### src/rtl/sdrc_bist_pkg.sv
// Shared types and constants for the SDRAM Wishbone BIST master and its pattern generator.
package sdrc_bist_pkg;

  typedef enum logic [2:0] {
    S_IDLE,
    S_WAIT_INIT,
    S_WR_BURST,
    S_WR_GAP,
    S_RD_BURST,
    S_RD_GAP,
    S_FINISH
  } state_t;

  typedef enum logic [1:0] {
    MODE_INC  = 2'd0,
    MODE_WALK = 2'd1,
    MODE_LFSR = 2'd2,
    MODE_ADDR = 2'd3
  } mode_t;

  localparam logic [2:0] CTI_INCR = 3'b010;
  localparam logic [2:0] CTI_EOB  = 3'b111;

  // Right-shifting Galois LFSR masks (tap at bit n-1 for x^n).
  localparam logic [7:0]  LFSR_TAPS_8  = 8'hB8;
  localparam logic [15:0] LFSR_TAPS_16 = 16'hB400;
  localparam logic [31:0] LFSR_TAPS_32 = 32'h8020_0003;

  function automatic logic [31:0] lfsr_taps(input int unsigned width);
    case (width)
      8:       return 32'(LFSR_TAPS_8);
      16:      return 32'(LFSR_TAPS_16);
      default: return LFSR_TAPS_32;
    endcase
  endfunction

endpackage

### src/rtl/sdrc_bist_patgen.sv
// Data pattern generator: reloads to word 0 on load, steps one word per advance.
module sdrc_bist_patgen
  import sdrc_bist_pkg::*;
#(
  parameter int unsigned APP_AW = 26,
  parameter int unsigned WB_DW  = 32
) (
  input  logic              clk,
  input  logic              rst_n,
  input  mode_t             mode,
  input  logic [APP_AW-1:0] base_addr,
  input  logic              load,
  input  logic              advance,
  output logic [WB_DW-1:0]  word
);

  localparam int unsigned SEL_W = WB_DW / 8;
  localparam logic [WB_DW-1:0] TAPS = WB_DW'(lfsr_taps(WB_DW));

  logic [APP_AW-1:0] addr;
  logic [APP_AW-1:0] addr_next_c;
  logic [WB_DW-1:0]  word_next_c;
  logic [WB_DW-1:0]  word_init_c;

  assign addr_next_c = addr + APP_AW'(SEL_W);

  // First word of the sequence and the step from the current word.
  always_comb begin
    word_init_c = '0;
    word_next_c = word;
    case (mode)
      MODE_INC: begin
        word_init_c = '0;
        word_next_c = word + WB_DW'(1);
      end
      MODE_WALK: begin
        word_init_c = WB_DW'(1);
        word_next_c = {word[WB_DW-2:0], word[WB_DW-1]};
      end
      MODE_LFSR: begin
        word_init_c = '1;
        word_next_c = word[0] ? ((word >> 1) ^ TAPS) : (word >> 1);
      end
      MODE_ADDR: begin
        word_init_c = WB_DW'(base_addr);
        word_next_c = WB_DW'(addr_next_c);
      end
      default: ;
    endcase
  end

  always_ff @(posedge clk or negedge rst_n) begin
    if (!rst_n) begin
      addr <= '0;
      word <= '0;
    end else if (load) begin
      addr <= base_addr;
      word <= word_init_c;
    end else if (advance) begin
      addr <= addr_next_c;
      word <= word_next_c;
    end
  end

endmodule

### src/rtl/sdrc_wb_bist.sv
// Wishbone BIST master: writes a pattern region in bursts, reads it back and reports miscompares.
module sdrc_wb_bist
  import sdrc_bist_pkg::*;
#(
  parameter int unsigned APP_AW    = 26,
  parameter int unsigned WB_DW     = 32,
  parameter int unsigned MAX_BURST = 8,
  parameter int unsigned TIMEOUT   = 1024
) (
  input  logic                  sys_clk,
  input  logic                  resetn,
  input  logic                  start,
  input  logic [1:0]            cfg_mode,
  input  logic [APP_AW-1:0]     cfg_base_addr,
  input  logic [15:0]           cfg_num_words,
  input  logic [4:0]            cfg_burst_len,
  input  logic                  sdr_init_done,
  output logic                  wb_cyc_o,
  output logic                  wb_stb_o,
  output logic                  wb_we_o,
  output logic [APP_AW-1:0]     wb_addr_o,
  output logic [WB_DW-1:0]      wb_dat_o,
  output logic [WB_DW/8-1:0]    wb_sel_o,
  output logic [2:0]            wb_cti_o,
  input  logic                  wb_ack_i,
  input  logic [WB_DW-1:0]      wb_dat_i,
  output logic                  busy,
  output logic                  done,
  output logic                  pass,
  output logic                  timeout,
  output logic [15:0]           err_count,
  output logic [APP_AW-1:0]     first_err_addr
);

  localparam int unsigned SEL_W = WB_DW / 8;
  localparam int unsigned WD_W  = $clog2(TIMEOUT + 1);

  state_t            state, state_n;
  mode_t             mode_q;
  logic [APP_AW-1:0] base_q;
  logic [15:0]       num_q;
  logic [4:0]        blen_q;
  logic [15:0]       words_left;
  logic [4:0]        beats_left;
  logic [WD_W-1:0]   wd_cnt;

  logic              cmp_valid;
  logic [WB_DW-1:0]  cmp_data;
  logic [WB_DW-1:0]  cmp_exp;
  logic [APP_AW-1:0] cmp_addr;

  logic [WB_DW-1:0]  wr_word;
  logic [WB_DW-1:0]  rd_word;

  logic              beat_ack_c;
  logic              wd_expire_c;
  logic              wr_load_c;
  logic              rd_load_c;
  logic              burst_entry_c;
  logic [15:0]       rem_c;
  logic [4:0]        beats_c;

  always_ff @(posedge sys_clk or negedge resetn) begin
    if (!resetn) state <= S_IDLE;
    else         state <= state_n;
  end

  always_comb begin
    state_n     = state;
    beat_ack_c  = wb_cyc_o && wb_stb_o && wb_ack_i;
    wd_expire_c = wb_stb_o && !wb_ack_i && (wd_cnt == WD_W'(TIMEOUT - 1));
    wr_load_c   = 1'b0;
    rd_load_c   = 1'b0;
    rem_c       = words_left;
    case (state)
      S_IDLE:
        if (start) state_n = (cfg_num_words == 16'd0) ? S_FINISH : S_WAIT_INIT;
      S_WAIT_INIT:
        if (sdr_init_done) begin
          state_n   = S_WR_BURST;
          wr_load_c = 1'b1;
        end
      S_WR_BURST:
        if (wd_expire_c)                              state_n = S_FINISH;
        else if (beat_ack_c && beats_left == 5'd1)   state_n = S_WR_GAP;
      S_WR_GAP:
        if (words_left == 16'd0) begin
          state_n   = S_RD_BURST;
          rd_load_c = 1'b1;
          rem_c     = num_q;
        end else begin
          state_n = S_WR_BURST;
        end
      S_RD_BURST:
        if (wd_expire_c)                              state_n = S_FINISH;
        else if (beat_ack_c && beats_left == 5'd1)   state_n = S_RD_GAP;
      S_RD_GAP:
        state_n = (words_left == 16'd0) ? S_FINISH : S_RD_BURST;
      S_FINISH:
        state_n = S_IDLE;
      default:
        state_n = S_IDLE;
    endcase
    burst_entry_c = ((state_n == S_WR_BURST) && (state != S_WR_BURST)) ||
                    ((state_n == S_RD_BURST) && (state != S_RD_BURST));
    beats_c = (rem_c < 16'(blen_q)) ? 5'(rem_c) : blen_q;
  end

  // Bus sequencing, watchdog, compare pipeline and run status.
  always_ff @(posedge sys_clk or negedge resetn) begin
    if (!resetn) begin
      wb_cyc_o       <= 1'b0;
      wb_stb_o       <= 1'b0;
      wb_we_o        <= 1'b0;
      wb_addr_o      <= '0;
      wb_sel_o       <= '0;
      wb_cti_o       <= 3'b000;
      busy           <= 1'b0;
      done           <= 1'b0;
      pass           <= 1'b0;
      timeout        <= 1'b0;
      err_count      <= 16'd0;
      first_err_addr <= '0;
      mode_q         <= MODE_INC;
      base_q         <= '0;
      num_q          <= 16'd0;
      blen_q         <= 5'd0;
      words_left     <= 16'd0;
      beats_left     <= 5'd0;
      wd_cnt         <= '0;
      cmp_valid      <= 1'b0;
      cmp_data       <= '0;
      cmp_exp        <= '0;
      cmp_addr       <= '0;
    end else begin
      if (state == S_IDLE && start) begin
        mode_q         <= mode_t'(cfg_mode);
        base_q         <= cfg_base_addr;
        num_q          <= cfg_num_words;
        words_left     <= cfg_num_words;
        blen_q         <= (cfg_burst_len == 5'd0 || cfg_burst_len > 5'(MAX_BURST)) ?
                          5'(MAX_BURST) : cfg_burst_len;
        busy           <= 1'b1;
        done           <= 1'b0;
        pass           <= 1'b0;
        timeout        <= 1'b0;
        err_count      <= 16'd0;
        first_err_addr <= '0;
      end

      if (burst_entry_c) begin
        wb_cyc_o   <= 1'b1;
        wb_stb_o   <= 1'b1;
        wb_we_o    <= (state_n == S_WR_BURST);
        wb_sel_o   <= '1;
        wb_cti_o   <= (beats_c == 5'd1) ? CTI_EOB : CTI_INCR;
        beats_left <= beats_c;
        wd_cnt     <= '0;
        if (wr_load_c || rd_load_c) wb_addr_o <= base_q;
        if (rd_load_c)              words_left <= num_q;
      end else if (beat_ack_c) begin
        wb_addr_o  <= wb_addr_o + APP_AW'(SEL_W);
        words_left <= words_left - 16'd1;
        beats_left <= beats_left - 5'd1;
        wd_cnt     <= '0;
        if (beats_left == 5'd1) begin
          wb_cyc_o <= 1'b0;
          wb_stb_o <= 1'b0;
          wb_we_o  <= 1'b0;
          wb_sel_o <= '0;
          wb_cti_o <= 3'b000;
        end else begin
          wb_cti_o <= (beats_left == 5'd2) ? CTI_EOB : CTI_INCR;
        end
      end else if (wd_expire_c) begin
        wb_cyc_o <= 1'b0;
        wb_stb_o <= 1'b0;
        wb_we_o  <= 1'b0;
        wb_sel_o <= '0;
        wb_cti_o <= 3'b000;
        timeout  <= 1'b1;
      end else if (wb_stb_o) begin
        wd_cnt <= wd_cnt + WD_W'(1);
      end

      // Read beats are compared one cycle after their ack.
      cmp_valid <= beat_ack_c && !wb_we_o;
      if (beat_ack_c && !wb_we_o) begin
        cmp_data <= wb_dat_i;
        cmp_exp  <= rd_word;
        cmp_addr <= wb_addr_o;
      end
      if (cmp_valid && (cmp_data != cmp_exp)) begin
        if (err_count != 16'hFFFF) err_count <= err_count + 16'd1;
        if (err_count == 16'd0)    first_err_addr <= cmp_addr;
      end

      if (state == S_FINISH) begin
        busy <= 1'b0;
        done <= 1'b1;
        pass <= (err_count == 16'd0) && !timeout;
      end
    end
  end

  sdrc_bist_patgen #(.APP_AW(APP_AW), .WB_DW(WB_DW)) u_wr_gen (
    .clk       (sys_clk),
    .rst_n     (resetn),
    .mode      (mode_q),
    .base_addr (base_q),
    .load      (wr_load_c),
    .advance   (beat_ack_c && wb_we_o),
    .word      (wr_word)
  );

  // Independent generator so expected read data never depends on stored write data.
  sdrc_bist_patgen #(.APP_AW(APP_AW), .WB_DW(WB_DW)) u_rd_gen (
    .clk       (sys_clk),
    .rst_n     (resetn),
    .mode      (mode_q),
    .base_addr (base_q),
    .load      (rd_load_c),
    .advance   (beat_ack_c && !wb_we_o),
    .word      (rd_word)
  );

  assign wb_dat_o = wr_word;

endmodule

### config.mk
export PLATFORM = sky130hd
export DESIGN_NAME = sdrc_wb_bist
export DESIGN_NICKNAME = d
export VERILOG_FILES = /design/src/rtl/sdrc_bist_pkg.sv /design/src/rtl/sdrc_bist_patgen.sv /design/src/rtl/sdrc_wb_bist.sv
export SDC_FILE = /design/constraint.sdc
export NUM_CORES = 1
export LEC_CHECK = 0
export BUFFER_PORTS_ARGS = -buffer_cell sky130_fd_sc_hd__buf_2
export CAP_MARGIN = 20
export CORE_MARGIN = 8
export CORE_UTILIZATION = 54
export CTS_BUF_LIST = sky130_fd_sc_hd__clkbuf_4 sky130_fd_sc_hd__clkbuf_8 sky130_fd_sc_hd__clkbuf_16
export DETAILED_ROUTE_END_ITERATION = 8
export PLACE_DENSITY_LB_ADDON = 0.12
export SYNTH_ARGS = -nofsm -noshare
export SYNTH_HDL_FRONTEND = slang
export SYNTH_SLANG_ARGS = --single-unit
### constraint.sdc
create_clock -name sys_clk -period 4.57 [get_ports sys_clk]
set_input_delay 0.6855 -clock sys_clk [delete_from_list [all_inputs] [get_ports sys_clk]]
set_output_delay 0.6855 -clock sys_clk [all_outputs]
set_load 0.05 [all_outputs]
Yosys cells after proc, flatten, opt, wreduce, memory -nomap -nowiden
Index checks and enable logic that the tools add are counted.
{"block": "word_totals", "regBits": 372, "inputBits": 86, "output_inout_bits": 114}
{"block": "op_classes", "n_addsub": 9, "order_cmp": 2, "eq_ne": 22, "n_mux": 74, "bitwise": 2, "n_reduce_logical": 32}
{"cell": "case mux 32 bit (4 select lines)", "n": 3}
{"cell": "two-way mux 26 bit", "n": 10}
{"cell": "two-way mux 32 bit", "n": 6}
{"cell": "two-way mux 16 bit", "n": 9}
{"cell": "adder 26 x 3 -> 26 bit, second input constant", "n": 3}
{"cell": "adder 32 x 1 -> 32 bit, second input constant", "n": 2}
{"cell": "zero test 16 bit", "n": 3}
{"cell": "two-way mux 11 bit", "n": 4}
{"cell": "two-way mux 3 bit", "n": 14}
{"cell": "!= test 32 bit", "n": 1}
{"cell": "two-way mux 5 bit", "n": 4}
{"cell": "two-way mux 1 bit", "n": 18}
{"cell": "case mux 3 bit (6 select lines)", "n": 1}
{"cell": "adder 16 x 1 -> 16 bit, second input constant", "n": 1}
{"cell": "< comparator 16 x 5 -> 1 bit", "n": 1}
{"cell": "two-way mux 4 bit", "n": 4}
{"cell": "!= test 16 bit, second input constant", "n": 1}
{"cell": "subtractor 16 x 1 -> 16 bit, second input constant", "n": 1}
{"cell": "== test 3 bit, second input constant", "n": 4}
{"cell": "adder 11 x 1 -> 11 bit, second input constant", "n": 1}
{"cell": "== test 11 x 10 -> 1 bit, second input constant", "n": 1}
{"cell": "logical AND 1 bit", "n": 11}
{"cell": "== test 5 x 1 -> 1 bit, second input constant", "n": 2}
{"cell": "== test 3 x 2 -> 1 bit, second input constant", "n": 3}
{"cell": "20 further kinds", "n": 33}

Longest topological paths before layout
{"block": "logic_depth", "depth_word": 10, "ltp_mapped": 16}

Modules after synthesis
A second synthesis with hierarchy kept.
{"block": "hier_totals", "cells_unflattened": 2685, "hier_area_um2": 22107.5}
{"module": "sdrc_wb_bist", "n_inst": 1, "cells_per_inst": 1397, "area_each_um2": 12348.1, "seq_area_each_um2": 6281.0}
{"module": "sdrc_bist_patgen (u_rd_gen)", "n_inst": 1, "cells_per_inst": 651, "area_each_um2": 4899.7, "seq_area_each_um2": 1451.4}
{"module": "sdrc_bist_patgen (u_wr_gen)", "n_inst": 1, "cells_per_inst": 637, "area_each_um2": 4859.7, "seq_area_each_um2": 1451.4}

Worst setup path after synthesis
No wires, ideal clock.
{"block": "synth_timing", "path_type": "register to register", "start": "reg words_left[8]", "end": "reg wb_cti_o[0]", "setup_time_ns": 0.082, "arrival_time_ns": 3.115, "required_ns": 4.488, "slack_ns": 1.373, "path_stages_with_launch": 15, "path_buffers": 2, "cell_sequence": "dfrtp_1 > or4_4 > and4bb_2 > and3_4 > buf_2 > nand2_1 > o21ai_0 > ha_1 > nand3_1 > a21boi_0 > nor4_1 > o21a_1 > buf_6 > or4_1 > a31oi_1"}
{"block": "synth_via", "elab_chain_cells": 8, "word_cells_on_any_way": 17, "cone_classes": "1 x order compare; 3 x eq/ne; 8 x mux; 5 x reduce/logical"}
{"item": "from (decl)", "line": "sdrc_wb_bist.sv:43", "rtl": "logic [15:0] words_left;"}
{"item": "from (signal assigned)", "line": "sdrc_wb_bist.sv:140", "rtl": "words_left <= cfg_num_words;"}
{"item": "from (signal assigned)", "line": "sdrc_wb_bist.sv:160", "rtl": "if (rd_load_c) words_left <= num_q;"}
{"item": "from (signal assigned)", "line": "sdrc_wb_bist.sv:163", "rtl": "words_left <= words_left - 16'd1;"}
{"item": "zero test 16 bit", "line": "sdrc_wb_bist.sv:87, sdrc_wb_bist.sv:98"}
{"item": "two-way mux 16 bit", "line": "sdrc_wb_bist.sv:87", "rtl": "if (words_left == 16'd0) begin"}
{"item": "two-way mux 16 bit", "line": "sdrc_wb_bist.sv:75", "rtl": "case (state)"}
{"item": "< comparator 16 x 5 -> 1 bit", "line": "sdrc_wb_bist.sv:106", "rtl": "beats_c = (rem_c < 16'(blen_q)) ? 5'(rem_c) : blen_q;"}
{"item": "two-way mux 5 bit", "line": "sdrc_wb_bist.sv:106"}
{"item": "== test 5 x 1 -> 1 bit", "line": "sdrc_wb_bist.sv:156", "rtl": "wb_cti_o <= (beats_c == 5'd1) ? CTI_EOB : CTI_INCR;"}
{"item": "two-way mux 3 bit", "line": "sdrc_wb_bist.sv:156"}
{"item": "two-way mux 3 bit", "line": "sdrc_wb_bist.sv:151", "rtl": "if (burst_entry_c) begin"}
{"item": "to (signal assigned)", "line": "sdrc_wb_bist.sv:156"}
{"item": "to (signal assigned)", "line": "sdrc_wb_bist.sv:173", "rtl": "wb_cti_o <= (beats_left == 5'd2) ? CTI_EOB : CTI_INCR;"}
{"item": "to (decl)", "line": "sdrc_wb_bist.sv:24", "rtl": "output logic [2:0] wb_cti_o,"}
Several ways; a longest one is shown, not always the timed one.
A chain may end at the register's enable or synchronous reset.

Final worst setup path
{"block": "layout_timing", "start": "reg words_left[1]", "end": "reg wb_addr_o[4]"}
{"block": "layout_via", "elab_chain_cells": 8, "word_cells_on_any_way": 16, "cone_classes": "3 x eq/ne; 6 x mux; 7 x reduce/logical"}
{"item": "zero test 16 bit *", "line": "sdrc_wb_bist.sv:87, sdrc_wb_bist.sv:98"}
{"item": "two-way mux 2 bit or two-way mux 3 bit (tied branches)", "line": "sdrc_wb_bist.sv:98, sdrc_wb_bist.sv:87"}
{"item": "case mux 3 bit (6 select lines)", "line": "sdrc_wb_bist.sv:75"}
{"item": "== test 3 x 2 -> 1 bit or == test 3 bit (tied branches)", "line": "sdrc_wb_bist.sv:104, sdrc_wb_bist.sv:105"}
{"item": "logical AND 1 bit (on tied branches)", "line": "sdrc_wb_bist.sv:104, sdrc_wb_bist.sv:105"}
{"item": "logical OR 1 bit", "line": "sdrc_wb_bist.sv:104", "rtl": "burst_entry_c = ((state_n == S_WR_BURST) && (state != S_WR_BURST)) ||"}
{"item": "!= test 2 x 1 -> 1 bit (no line) or nonzero test 2 bit (tied branches)"}
{"item": "AND reduction 2 bit (no line)"}
{"item": "to (signal assigned)", "line": "sdrc_wb_bist.sv:159", "rtl": "if (wr_load_c || rd_load_c) wb_addr_o <= base_q;"}
{"item": "to (signal assigned)", "line": "sdrc_wb_bist.sv:162", "rtl": "wb_addr_o <= wb_addr_o + APP_AW'(SEL_W);"}
{"item": "to (decl)", "line": "sdrc_wb_bist.sv:21", "rtl": "output logic [APP_AW-1:0] wb_addr_o,"}
Every way passes the cells marked *; elsewhere a longest branch is shown, timed or not.

==> impl_metrics.toml <==
[run_status]
status = "complete, no violations"

[critical_path]
crit_chain = "inv_1, ha_1, nor4b_1, and2_1, and3_4, o41ai_2, o21a_1, buf_4, a21oi_1, nor2_1, o22a_1"
cp_slowest_cell = "a21oi_1"
critPathRequiredTime_ns = 5.02
cp.arrival_ns = 4.30
r2r_start = "words_left[1]$_DFF_PN0_"
critical_path.max_fanout = 20
critPathCaptureType = "flip-flop"
max_stage_delay_ns = 0.65
path_class = "reg2reg"
crit_start = "words_left[1]$_DFF_PN0_"
start_kind = "flip-flop"

[cts]
cts_tree = "built"
cts_root_buf = "clkbuf_16"
clkTransAtPathRegs_ns = 0.06
clock_path_buffers = 3
clk_latency_ns = 0.57
h-tree-depth = 2
numCtsBuffers = 41
postCtsSetupBuffers = 0
cts_sinks = 367
cts_resized = 0
postCtsHoldBufs = 0

[synthesis]
syn_avg_cell_area_um2 = 8.23
syn_area_um2 = 20900
synthFlopType = "dfrtp_1"
async_flop_share = 1.00
synth-edff-count = 0
synth_nets = 2647
yosysSeqAreaShare = 0.439
synth_top_area_share = 0.439
synth_area_leader_cell = "dfrtp_1"
syn_inst = 2545
yosysWarningCount = 0
synth.area.top_cells = "dfrtp_1 (44%), nand2_1 (10%), o21ai_0 (6.0%), xor2_1 (4.0%), a21oi_1 (3.5%)"
synth_cell_type_count = 82
ys_seq_elements = 367

[timing]
hold_violations = 0
min_period_ns = 3.84
max_freq_mhz = 260
rsz0062_at_grt = "no"
maxSlewViolCount = 0
worst_pin_slew_ns = 1.08
finalCritPeriodShare = 0.841
relSlewSlack = 0.281
finClkSkew_ns = 0.0160
final-setup-viol-count = 0
tns_ns = 0

[floorplanning]
io_pins = 200
initial_core_util = 0.544
die_area_um2 = 45300
design.core.area_um2 = 38500
num_rows = 72
fp.dieW_um = 213
die_h_um = 213

[pwr]
powerDensity_nw_per_um2 = 761
finalPower_mw = 18.0
vdd_ir_drop_max_mv = 0.856
p_leak_nw = 10.5

[grt]
grt_pass1_vias = 18500
antenna_found_initial = 5
track_usage = 0.280
grt_max_degree = 112
grt_pass1_wl_mm = 102
grt-ovfl-total = 0

[drt]
drt-total-wl_mm = 64.1
routed_via_density = 6.04
drtAntennaViolNets = 0
drtIter0Drc = 1726
num_vias = 19300
firstDrtPassIters = 5
routedWlPerCell_um = 20.1
drc = 0

[layout]
multi_input_area_um2 = 10800
layout-drive-gt1-share = 0.130
nNetsFinal = 2741
fill_cells = 3429
seq_area_um2 = 9190
area_growth_pct = 12.8
layout_common_cells = "nand2_1 (581), dfrtp_1 (365), o21ai_0 (250)"
layout_commonest_cell = "nand2_1"

[placed_design]
hpwlAfterDp_mm = 44.3
io_buffer_count = 199
gp_congestion = 0.855

[run]
drv_cap = 0

[hold_path]
hp-class = "in2async"
-- layer usage --
layer / vias to the layer above / track usage / share of wire
li1: 9048 / - / -
met1: 9420 / 0.384 / 0.43
met2: 661 / 0.443 / 0.47
met3: 135 / 0.0411 / 0.062
met4: 8 / 0.109 / 0.034
met5: - / 0 / 0.00090
-- kinds of logic (layout without fill, tap and decap cells) --
group	after synthesis	after routing	synth area share
simple gates	1070	1070	0.227
compound gates	632	632	0.181
flops	367	367	0.439
buf+inv	255	381	0.0484
xor+xnor	162	162	0.0678
mux	43	43	0.0281
fa+ha+maj	16	16	0.00956
other cells	0	1	0
-- layout make-up --
cell class / count / share of cell area
flip-flops and latches: 367 / 0.389
well taps: 518 / 0.0274
clock inverters: 16 / 0.00906
clock buffers: 59 / 0.0522
repair buffers: 235 / 0.0551
diodes: 1 / 0.000106
inverters: 71 / 0.0114
multi-input cells: 1923 / 0.456
-- stage by stage --
stage,instance area (µm²),setup WS (ns),utilization,hold slack (ns),instances
after global placement,22200,0.887,0.576,0.445,3114
after detailed placement,22200,0.754,0.576,0.467,3114
final,23600,0.726,0.614,0.148,3190
after CTS,23600,0.710,0.614,0.201,3189
after global routing,23600,0.383,0.614,0.232,3190
after floorplan,20900,1.37,-,0.390,2545
-- power breakdown --
group | internal (mW) | total (mW) | switching, mW
logic | 2.63 | 7.74 | 5.11
registers | 4.64 | 6.68 | 2.04
clock network | 2.16 | 3.56 | 1.39
-- synthesized netlist by cell type (all sizes together), types with 5 or more instances --
| master | n |
|---|---|
| a21boi | 11 |
| a211oi | 24 |
| o21ai | 267 |
| a22oi | 7 |
| o31ai | 15 |
| clkbuf | 141 |
| nor2b | 7 |
| mux4 | 12 |
| o221ai | 5 |
| o22ai | 17 |
| a211o | 9 |
| a21o | 9 |
| a21oi | 145 |
| nand4 | 32 |
| inv | 69 |
| or3 | 15 |
| o21a | 7 |
| or4 | 6 |
| buf | 43 |
| xor2 | 95 |
| a221o | 5 |
| ha | 16 |
| nor4 | 37 |
| nor3 | 40 |
| nor2 | 158 |
| xnor2 | 67 |
| nand3 | 107 |
| o211ai | 30 |
| and3 | 36 |
| a31oi | 23 |
| mux2i | 27 |
| and4 | 6 |
| a221oi | 9 |
| nand2 | 581 |
| and2 | 18 |
| dfrtp | 367 |
| nand2b | 10 |
| a311oi | 7 |
-- final timing paths --
| path | end | slack, ns | depth (start not counted) |
|---|---|---|---|
| worst min register to register | u_rd_gen.addr[0]$_DFFE_PN0P_ | 0.48 | 2 |
| max in group asynchronous | u_wr_gen.addr[14]$_DFFE_PN0P_ | 3.14 | 2 |
| worst max register to register | wb_addr_o[4]$_DFFE_PN0P_ | 0.73 | 11 |
| worst max-delay path | wb_addr_o[4]$_DFFE_PN0P_ | 0.73 | 11 |
| worst min-delay path | cmp_data[20]$_DFFE_PN0P_ | 0.15 | 1 |
| min in group sys_clk | base_q[4]$_DFFE_PN0P_ | 0.31 | 3 |
-- critical path, delay by kind of cell (launching register included) --
kind / cells / cell delay [ns]
flops: 1 / 0.41
fa+ha+maj: 1 / 0.20
buf+inv: 2 / 0.38
compound gates: 4 / 1.40
simple gates: 4 / 1.34
-- registers in the layout, indices dropped and copies added, names as in the netlist, 3 cells and up --
signal / flops
wb_addr_o: 26
wd_cnt: 11
num_q: 16
cmp_addr: 26
first_err_addr: 26
u_wr_gen.word: 32
u_rd_gen.addr: 26
u_wr_gen.addr: 26
u_rd_gen.word: 32
base_q: 26
beats_left: 5
words_left: 16
state: 3
blen_q: 5
cmp_data: 32
err_count: 16
cmp_exp: 32
No activity file was read; power rests on OpenSTA's default activity.
